**config.mk**
```make
export PLATFORM = sky130hd
export DESIGN_NAME = llc_scheduler_flat
export DESIGN_NICKNAME = d
export VERILOG_FILES = /design/src/rtl/llc_pkg.sv /design/src/rtl/llc_scheduler_if.sv /design/src/rtl/event_fifo.sv /design/src/rtl/llc_scheduler.sv /design/src/flat_wrapper.sv
export SDC_FILE = /design/constraint.sdc
export NUM_CORES = 1
export LEC_CHECK = 0
export ABC_AREA = 1
export CORE_ASPECT_RATIO = 1.25
export CORE_MARGIN = 2
export CORE_UTILIZATION = 50
export CTS_CLUSTER_SIZE = 12
export DETAILED_ROUTE_END_ITERATION = 10
export PLACE_DENSITY = 0.72
export SKIP_CTS_REPAIR_TIMING = 1
export SYNTH_ARGS = -nofsm -noshare
export SYNTH_HDL_FRONTEND = slang
export SYNTH_SLANG_ARGS = --single-unit
```
**constraint.sdc**
```tcl
create_clock -name clk -period 10 [get_ports clk]
set_input_delay 1 -clock clk [delete_from_list [all_inputs] [get_ports clk]]
set_output_delay 1 -clock clk [all_outputs]
set_load 0.02 [all_outputs]
```
**src/rtl/llc_pkg.sv**
```systemverilog
// Shared types and defaults for the low-level controller: FSM state encoding,
// width defaults and the event-queue counter width helper.
package llc_pkg;
    localparam int DATA_W_DEF = 64;
    localparam int TAG_W_DEF  = 8;

    // Encoding 3'd1 is reserved and never entered.
    typedef enum logic [2:0] {
        ST_IDLE = 3'd0,
        ST_EVAL = 3'd2,
        ST_DONE = 3'd3
    } llc_state_e;

    // The occupancy counter must represent 0..depth inclusive.
    function automatic int cnt_w(input int depth);
        return $clog2(depth) + 1;
    endfunction
endpackage

```
**src/rtl/llc_scheduler_if.sv**
```systemverilog
// Event-in / evaluation-out bundle between the monitor input ports, the
// scheduler and the per-layer datapath.
interface llc_scheduler_if
    import llc_pkg::*;
#(
    parameter int DATA_W     = DATA_W_DEF,
    parameter int TAG_W      = TAG_W_DEF,
    parameter int NUM_LAYERS = 3
);
    logic signed [DATA_W-1:0] input_x;
    logic                     new_input;
    logic signed [DATA_W-1:0] eval_x;
    logic [TAG_W-1:0]         eval_tag;
    logic [NUM_LAYERS-1:0]    layer_en;
    logic                     eval_done;

    modport master (
        output input_x, new_input,
        input  eval_x, eval_tag, layer_en, eval_done
    );

    modport slave (
        input  input_x, new_input,
        output eval_x, eval_tag, layer_en, eval_done
    );
endinterface

```
**src/rtl/event_fifo.sv**
```systemverilog
// Circular event queue with full/empty status and a sticky drop flag; a push
// into a full queue is accepted only when a pop happens in the same cycle.
module event_fifo
    import llc_pkg::*;
#(
    parameter int DATA_W = DATA_W_DEF,
    parameter int DEPTH  = 4
) (
    input  logic              clk,
    input  logic              rst,
    input  logic              en,
    input  logic              push,
    input  logic              pop,
    input  logic [DATA_W-1:0] din,
    output logic [DATA_W-1:0] dout,
    output logic              push_valid,
    output logic              pop_valid,
    output logic              full,
    output logic              empty,
    output logic              overflow
);
    localparam int PTR_W = $clog2(DEPTH);
    localparam int CNT_W = cnt_w(DEPTH);

    logic [DATA_W-1:0] mem_r [DEPTH];
    logic [PTR_W-1:0]  wr_ptr_r;
    logic [PTR_W-1:0]  rd_ptr_r;
    logic [CNT_W-1:0]  count_r;
    logic              overflow_r;

    assign full       = (count_r == CNT_W'(DEPTH));
    assign empty      = (count_r == {CNT_W{1'b0}});
    assign push_valid = push & (~full | pop);
    assign pop_valid  = pop & ~empty;
    assign dout       = mem_r[rd_ptr_r];
    assign overflow   = overflow_r;

    // Entry storage; slots are only read after being written, so no reset.
    always_ff @(posedge clk) begin
        if (en && push_valid) begin
            mem_r[wr_ptr_r] <= din;
        end
    end

    // Pointers, occupancy count and the sticky drop flag.
    always_ff @(posedge clk or negedge rst) begin
        if (!rst) begin
            wr_ptr_r   <= {PTR_W{1'b0}};
            rd_ptr_r   <= {PTR_W{1'b0}};
            count_r    <= {CNT_W{1'b0}};
            overflow_r <= 1'b0;
        end else if (en) begin
            if (push_valid) begin
                wr_ptr_r <= wr_ptr_r + PTR_W'(1);
            end
            if (pop_valid) begin
                rd_ptr_r <= rd_ptr_r + PTR_W'(1);
            end
            case ({push_valid, pop_valid})
                2'b10:   count_r <= count_r + CNT_W'(1);
                2'b01:   count_r <= count_r - CNT_W'(1);
                default: count_r <= count_r;
            endcase
            if (push && !push_valid) begin
                overflow_r <= 1'b1;
            end
        end
    end
endmodule

```
**src/rtl/llc_scheduler.sv**
```systemverilog
// Pops queued input events one at a time and walks the evaluation layers with a
// one-hot enable, pulsing eval_done after the last layer.
module llc_scheduler
    import llc_pkg::*;
#(
    parameter int DATA_W     = DATA_W_DEF,
    parameter int DEPTH      = 4,
    parameter int NUM_LAYERS = 3,
    parameter int TAG_W      = TAG_W_DEF
) (
    input  logic           clk,
    input  logic           rst,
    input  logic           en,
    llc_scheduler_if.slave bus,
    output logic           busy,
    output logic           q_push,
    output logic           q_push_valid,
    output logic           q_pop,
    output logic           q_pop_valid,
    output logic           q_full,
    output logic           q_empty,
    output logic           q_overflow,
    output logic [2:0]     llc_state
);
    localparam int LIDX_W = (NUM_LAYERS > 1) ? $clog2(NUM_LAYERS) : 1;
    localparam logic [LIDX_W-1:0]     LAST_IDX = LIDX_W'(NUM_LAYERS - 1);
    localparam logic [NUM_LAYERS-1:0] LAYER0   = NUM_LAYERS'(1);

    llc_state_e            state_r;
    logic [LIDX_W-1:0]     layer_idx_r;
    logic [NUM_LAYERS-1:0] layer_en_r;
    logic                  eval_done_r;
    logic                  busy_r;
    logic [DATA_W-1:0]     eval_x_r;
    logic [TAG_W-1:0]      eval_tag_r;
    logic [TAG_W-1:0]      tag_cnt_r;

    logic                  q_push_s;
    logic                  q_pop_s;
    logic                  q_push_valid_s;
    logic                  q_pop_valid_s;
    logic                  q_full_s;
    logic                  q_empty_s;
    logic                  q_overflow_s;
    logic [DATA_W-1:0]     head_s;

    event_fifo #(
        .DATA_W (DATA_W),
        .DEPTH  (DEPTH)
    ) u_fifo (
        .clk        (clk),
        .rst        (rst),
        .en         (en),
        .push       (q_push_s),
        .pop        (q_pop_s),
        .din        (bus.input_x),
        .dout       (head_s),
        .push_valid (q_push_valid_s),
        .pop_valid  (q_pop_valid_s),
        .full       (q_full_s),
        .empty      (q_empty_s),
        .overflow   (q_overflow_s)
    );

    // Queue requests; both are suppressed while the block is frozen.
    always_comb begin
        q_push_s = 1'b0;
        q_pop_s  = 1'b0;
        if (en) begin
            q_push_s = bus.new_input;
            q_pop_s  = ((state_r == ST_IDLE) || (state_r == ST_DONE)) && !q_empty_s;
        end else begin
            q_push_s = 1'b0;
            q_pop_s  = 1'b0;
        end
    end

    // Sequencer: pop, step one layer per cycle, flag completion, repeat.
    always_ff @(posedge clk or negedge rst) begin
        if (!rst) begin
            state_r     <= ST_IDLE;
            layer_idx_r <= {LIDX_W{1'b0}};
            layer_en_r  <= {NUM_LAYERS{1'b0}};
            eval_done_r <= 1'b0;
            busy_r      <= 1'b0;
            eval_x_r    <= {DATA_W{1'b0}};
            eval_tag_r  <= {TAG_W{1'b0}};
            tag_cnt_r   <= {TAG_W{1'b0}};
        end else if (en) begin
            case (state_r)
                ST_IDLE, ST_DONE: begin
                    if (q_pop_valid_s) begin
                        state_r     <= ST_EVAL;
                        eval_x_r    <= head_s;
                        eval_tag_r  <= tag_cnt_r;
                        tag_cnt_r   <= tag_cnt_r + TAG_W'(1);
                        layer_idx_r <= {LIDX_W{1'b0}};
                        layer_en_r  <= LAYER0;
                        eval_done_r <= 1'b0;
                        busy_r      <= 1'b1;
                    end else begin
                        state_r     <= ST_IDLE;
                        layer_en_r  <= {NUM_LAYERS{1'b0}};
                        eval_done_r <= 1'b0;
                        busy_r      <= 1'b0;
                    end
                end
                ST_EVAL: begin
                    busy_r <= 1'b1;
                    if (layer_idx_r == LAST_IDX) begin
                        state_r     <= ST_DONE;
                        layer_en_r  <= {NUM_LAYERS{1'b0}};
                        eval_done_r <= 1'b1;
                    end else begin
                        layer_idx_r <= layer_idx_r + LIDX_W'(1);
                        layer_en_r  <= layer_en_r << 1'b1;
                        eval_done_r <= 1'b0;
                    end
                end
                default: begin
                    state_r     <= ST_IDLE;
                    layer_en_r  <= {NUM_LAYERS{1'b0}};
                    eval_done_r <= 1'b0;
                    busy_r      <= 1'b0;
                end
            endcase
        end
    end

    assign bus.eval_x    = eval_x_r;
    assign bus.eval_tag  = eval_tag_r;
    assign bus.layer_en  = layer_en_r;
    assign bus.eval_done = eval_done_r;
    assign busy          = busy_r;
    assign llc_state     = state_r;
    assign q_push        = q_push_s;
    assign q_push_valid  = q_push_valid_s;
    assign q_pop         = q_pop_s;
    assign q_pop_valid   = q_pop_valid_s;
    assign q_full        = q_full_s;
    assign q_empty       = q_empty_s;
    assign q_overflow    = q_overflow_s;
endmodule

```
**src/flat_wrapper.sv**
```systemverilog
// flat-port wrapper written by rule: the top's interface ports become plain ports
module llc_scheduler_flat import llc_pkg::*;
#(
    parameter int DATA_W     = DATA_W_DEF,
    parameter int DEPTH      = 4,
    parameter int NUM_LAYERS = 3,
    parameter int TAG_W      = TAG_W_DEF
)
  (clk, rst, en, busy, q_push, q_push_valid, q_pop, q_pop_valid, q_full, q_empty, q_overflow, llc_state, bus_input_x, bus_new_input, bus_eval_x, bus_eval_tag, bus_layer_en, bus_eval_done);
  llc_scheduler_if #(.DATA_W(DATA_W), .TAG_W(TAG_W), .NUM_LAYERS(NUM_LAYERS)) bus_i ();
  input  logic clk;
  input  logic rst;
  input  logic en;
  output logic busy;
  output logic q_push;
  output logic q_push_valid;
  output logic q_pop;
  output logic q_pop_valid;
  output logic q_full;
  output logic q_empty;
  output logic q_overflow;
  output logic [2:0] llc_state;
  input wire logic [$bits(bus_i.input_x)-1:0] bus_input_x;
  input wire logic [$bits(bus_i.new_input)-1:0] bus_new_input;
  output wire logic [$bits(bus_i.eval_x)-1:0] bus_eval_x;
  output wire logic [$bits(bus_i.eval_tag)-1:0] bus_eval_tag;
  output wire logic [$bits(bus_i.layer_en)-1:0] bus_layer_en;
  output wire logic [$bits(bus_i.eval_done)-1:0] bus_eval_done;
  assign bus_i.input_x = bus_input_x;
  assign bus_i.new_input = bus_new_input;
  assign bus_eval_x = bus_i.eval_x;
  assign bus_eval_tag = bus_i.eval_tag;
  assign bus_layer_en = bus_i.layer_en;
  assign bus_eval_done = bus_i.eval_done;
  llc_scheduler #(.DATA_W(DATA_W), .DEPTH(DEPTH), .NUM_LAYERS(NUM_LAYERS), .TAG_W(TAG_W)) u_core (.clk(clk), .rst(rst), .en(en), .bus(bus_i), .busy(busy), .q_push(q_push), .q_push_valid(q_push_valid), .q_pop(q_pop), .q_pop_valid(q_pop_valid), .q_full(q_full), .q_empty(q_empty), .q_overflow(q_overflow), .llc_state(llc_state));
endmodule
```
==> impl_metrics.toml <==
[setup_path]
path_max_fanout = 91
cp.arrival_ps = 3240
cp-start-kind = "primary input"
endpoint_kind = "output pin"
crit_required_ps = 9000
critical_path_class = "primary input to output pin"

[sta]
final.min_clock_period_ps = 4240
max_freq_mhz = 236
fin_tns_setup_ps = 0
skew_ps = 12.0
hold_slack_ps = 420
worstMarginPinSlew_ps = 1140
relSlewSlack_pct = 23.8
period_share_pct = 42.4
rsz0062_at_grt = "no"
finalHoldViolations = 0
timing.final.ws_setup_ps = 5760
slew_violations = 0
setup_viol = 0

[layout]
final-seq-area_um2 = 10100
layout-drive-gt1-share_pct = 4.97
fin_nets = 1438
fillers = 2164
multi_input_area_um2 = 3260
fin_area_um2 = 16700
syn_to_final_growth_pct = 20.2

[power_and_ir_drop]
intPower_w = 0.00321
cellPowerDensity_nw_per_um2 = 298
p_seq_share_pct = 40.6
comb_power_share_pct = 34.4
power_w = 0.00497
irDropWorstVdd_mv = 0.168
p_leak_nw = 6.58
clkPwrFrac_pct = 25.0
switchingPower_w = 0.00176
switching_share_pct = 35.4

[grt]
grt_pass1_vias = 8985
grt_usage_pct = 19.8
grt_pass1_wl_um = 46000
grt_max_degree = 131
antenna_found_initial = 5
grt-ovfl-total = 0

[floorplanning]
die-area_um2 = 29100
floorplan.initialDensity_pct = 50.4
die_w_um = 153
pin_count = 155
core_um2 = 27500
placementRows = 68
die_y_um = 190

[routing]
ant_nets = 0
detail_route.wl_per_cell_um = 16.3
wirelength_um = 28400
via_count = 8925
dr.pass1.iters = 5
drtIter0Drc = 653
drc = 0
vias_per_cell = 5.12

[yosys]
syn_nets = 1299
ys_types = 26
synth_area_per_cell_um2 = 11.4
netlist_area_um2 = 13900
synth_warnings = 0
seq_area_frac_synth_pct = 73.0
synth-seq-cells = 353
synthCells = 1221

[placed_design]
hpwl_um = 15900
dp_slack_ps = 5470
port_buffers = 153
gp_congestion = 0.791
placed_area_um2 = 15600

[clock_network]
cts_buffers = 36
cts_tree = "done"
path_clk_slew_ps = 60
cts_buffer_depth = 3
clock_latency_ps = 520
clkSinkCount = 353
h-tree-depth = 2
cts_root_buffer = "clkbuf_16"

[worst_hold_path]
hold_path_class = "primary input to async pin"

[outcome]
run_status = "finished, final reports clean"

[flow_run]
max_cap_viol_count = 0
## stage by stage
step / util [%] / cells
after global routing: 60.6 / 1740
after floorplan: - / 1221
after global placement: 56.6 / 1672
after CTS: 60.6 / 1737
after detailed placement: 56.6 / 1672
final: 60.7 / 1742
## final cells by class
class / count / area share (%)
Clock inverter: 6 / 0.533
Multi-Input combinational cell: 770 / 19.6
Timing Repair Buffer: 162 / 9.58
Tap cell: 350 / 2.63
Clock buffer: 59 / 6.04
Inverter: 37 / 0.848
Sequential cell: 353 / 60.7
Antenna cell: 5 / 0.0751
## state kept, by name, summed over array words and instances (netlist names), 2 cells and up
name	cells
u_core.bus.eval_tag	8
u_core.layer_idx_r	2
u_core.bus.eval_x	64
u_core.u_fifo.wr_ptr_r	2
u_core.tag_cnt_r	8
u_core.u_fifo.count_r	3
u_core.llc_state	2
u_core.u_fifo.mem_r	256
u_core.bus.layer_en	3
u_core.u_fifo.rd_ptr_r	2
## cells by family (layout without fill, tap and decap cells)
| group | after synthesis | after routing | synth area share, % |
|---|---|---|---|
| AO/OA/AOI/OAI | 147 | 147 | 5.34 |
| XOR/XNOR | 5 | 5 | 0.316 |
| adder cells (fa/ha/maj) | 10 | 10 | 0.957 |
| buffers and inverters | 98 | 264 | 3.70 |
| flip-flops | 353 | 353 | 73.0 |
| other | 1 | 6 | 0.0271 |
| AND/OR/NAND/NOR | 607 | 607 | 16.7 |
## worst max-delay path, stage by stage
cell             delay [ps]
clkdlybuf4s50_1         630
nand2_1                 140
inv_2                   100
nand2_4                 520
inv_2                   190
clkdlybuf4s50_1         630
## placed cells by master (no fill, tap or decap), drive strengths merged
cell	synthesis	final
o21bai	1	1
inv	37	37
clkdlybuf4s50	0	152
edfxtp	256	256
clkinv	0	5
nand2	323	323
bufinv	0	1
ha	9	9
or2	2	2
conb	1	1
dfrtp	97	97
nand4	1	1
fa	1	1
nand3	11	11
clkbuf	13	59
buf	48	10
nor3	1	1
o21ai	142	142
o22ai	2	2
a21oi	2	2
nor2	269	269
diode	0	5
xor2	5	5
## Yosys cell counts (all sizes together)
library cell	n	area share, %
nand4	1	0.045
o21ai	142	5.1
edfxtp	256	55
inv	37	1.0
clkbuf	13	0.35
dfrtp	97	18
ha	9	0.81
o22ai	2	0.090
nand2	323	8.8
nand3	11	0.40
a21oi	2	0.072
xor2	5	0.32
conb	1	0.027
nor3	1	0.036
nor2	269	7.3
buf	48	2.3
or2	2	0.090
fa	1	0.14
o21bai	1	0.054
## power by group through the flow
stage          clock network [W]  logic (W)  registers [W]
2_1_floorplan                  0   0.000985        0.00219
3_3_place_gp                   0    0.00169        0.00204
3_5_place_dp                   0    0.00172        0.00204
4_1_cts                  0.00127    0.00174        0.00202
5_1_grt                  0.00133    0.00194        0.00205
6_report                 0.00124    0.00171        0.00202
## routing by layer
layer	global-route usage, %	routed length, µm	share of wire [%]	vias up
met3	3.12	1350	4.8	58
met2	34.0	14100	49	228
met4	8.05	839	2.9	2
met5	0	16	0.056	-
met1	25.3	12200	43	4309
li1	-	-	-	4328
## worst paths after layout
check	start	to	slack (ps)	cells after the start
max in group asynchronous	rst	u_core.u_fifo.rd_ptr_r[0]	8310	2
min in group clk	u_core.bus.eval_tag[4]	u_core.bus.eval_tag[4]	470	2
worst max-delay path	en	q_pop_valid	5760	6
worst min register to register	u_core.bus.eval_tag[4]	u_core.bus.eval_tag[4]	470	2
worst max register to register	u_core.llc_state[0]	u_core.u_fifo.count_r[2]	6460	13
worst min-delay path	rst	u_core.bus.eval_x[34]	420	1
Note: power is estimated with default switching activity, not from simulation.
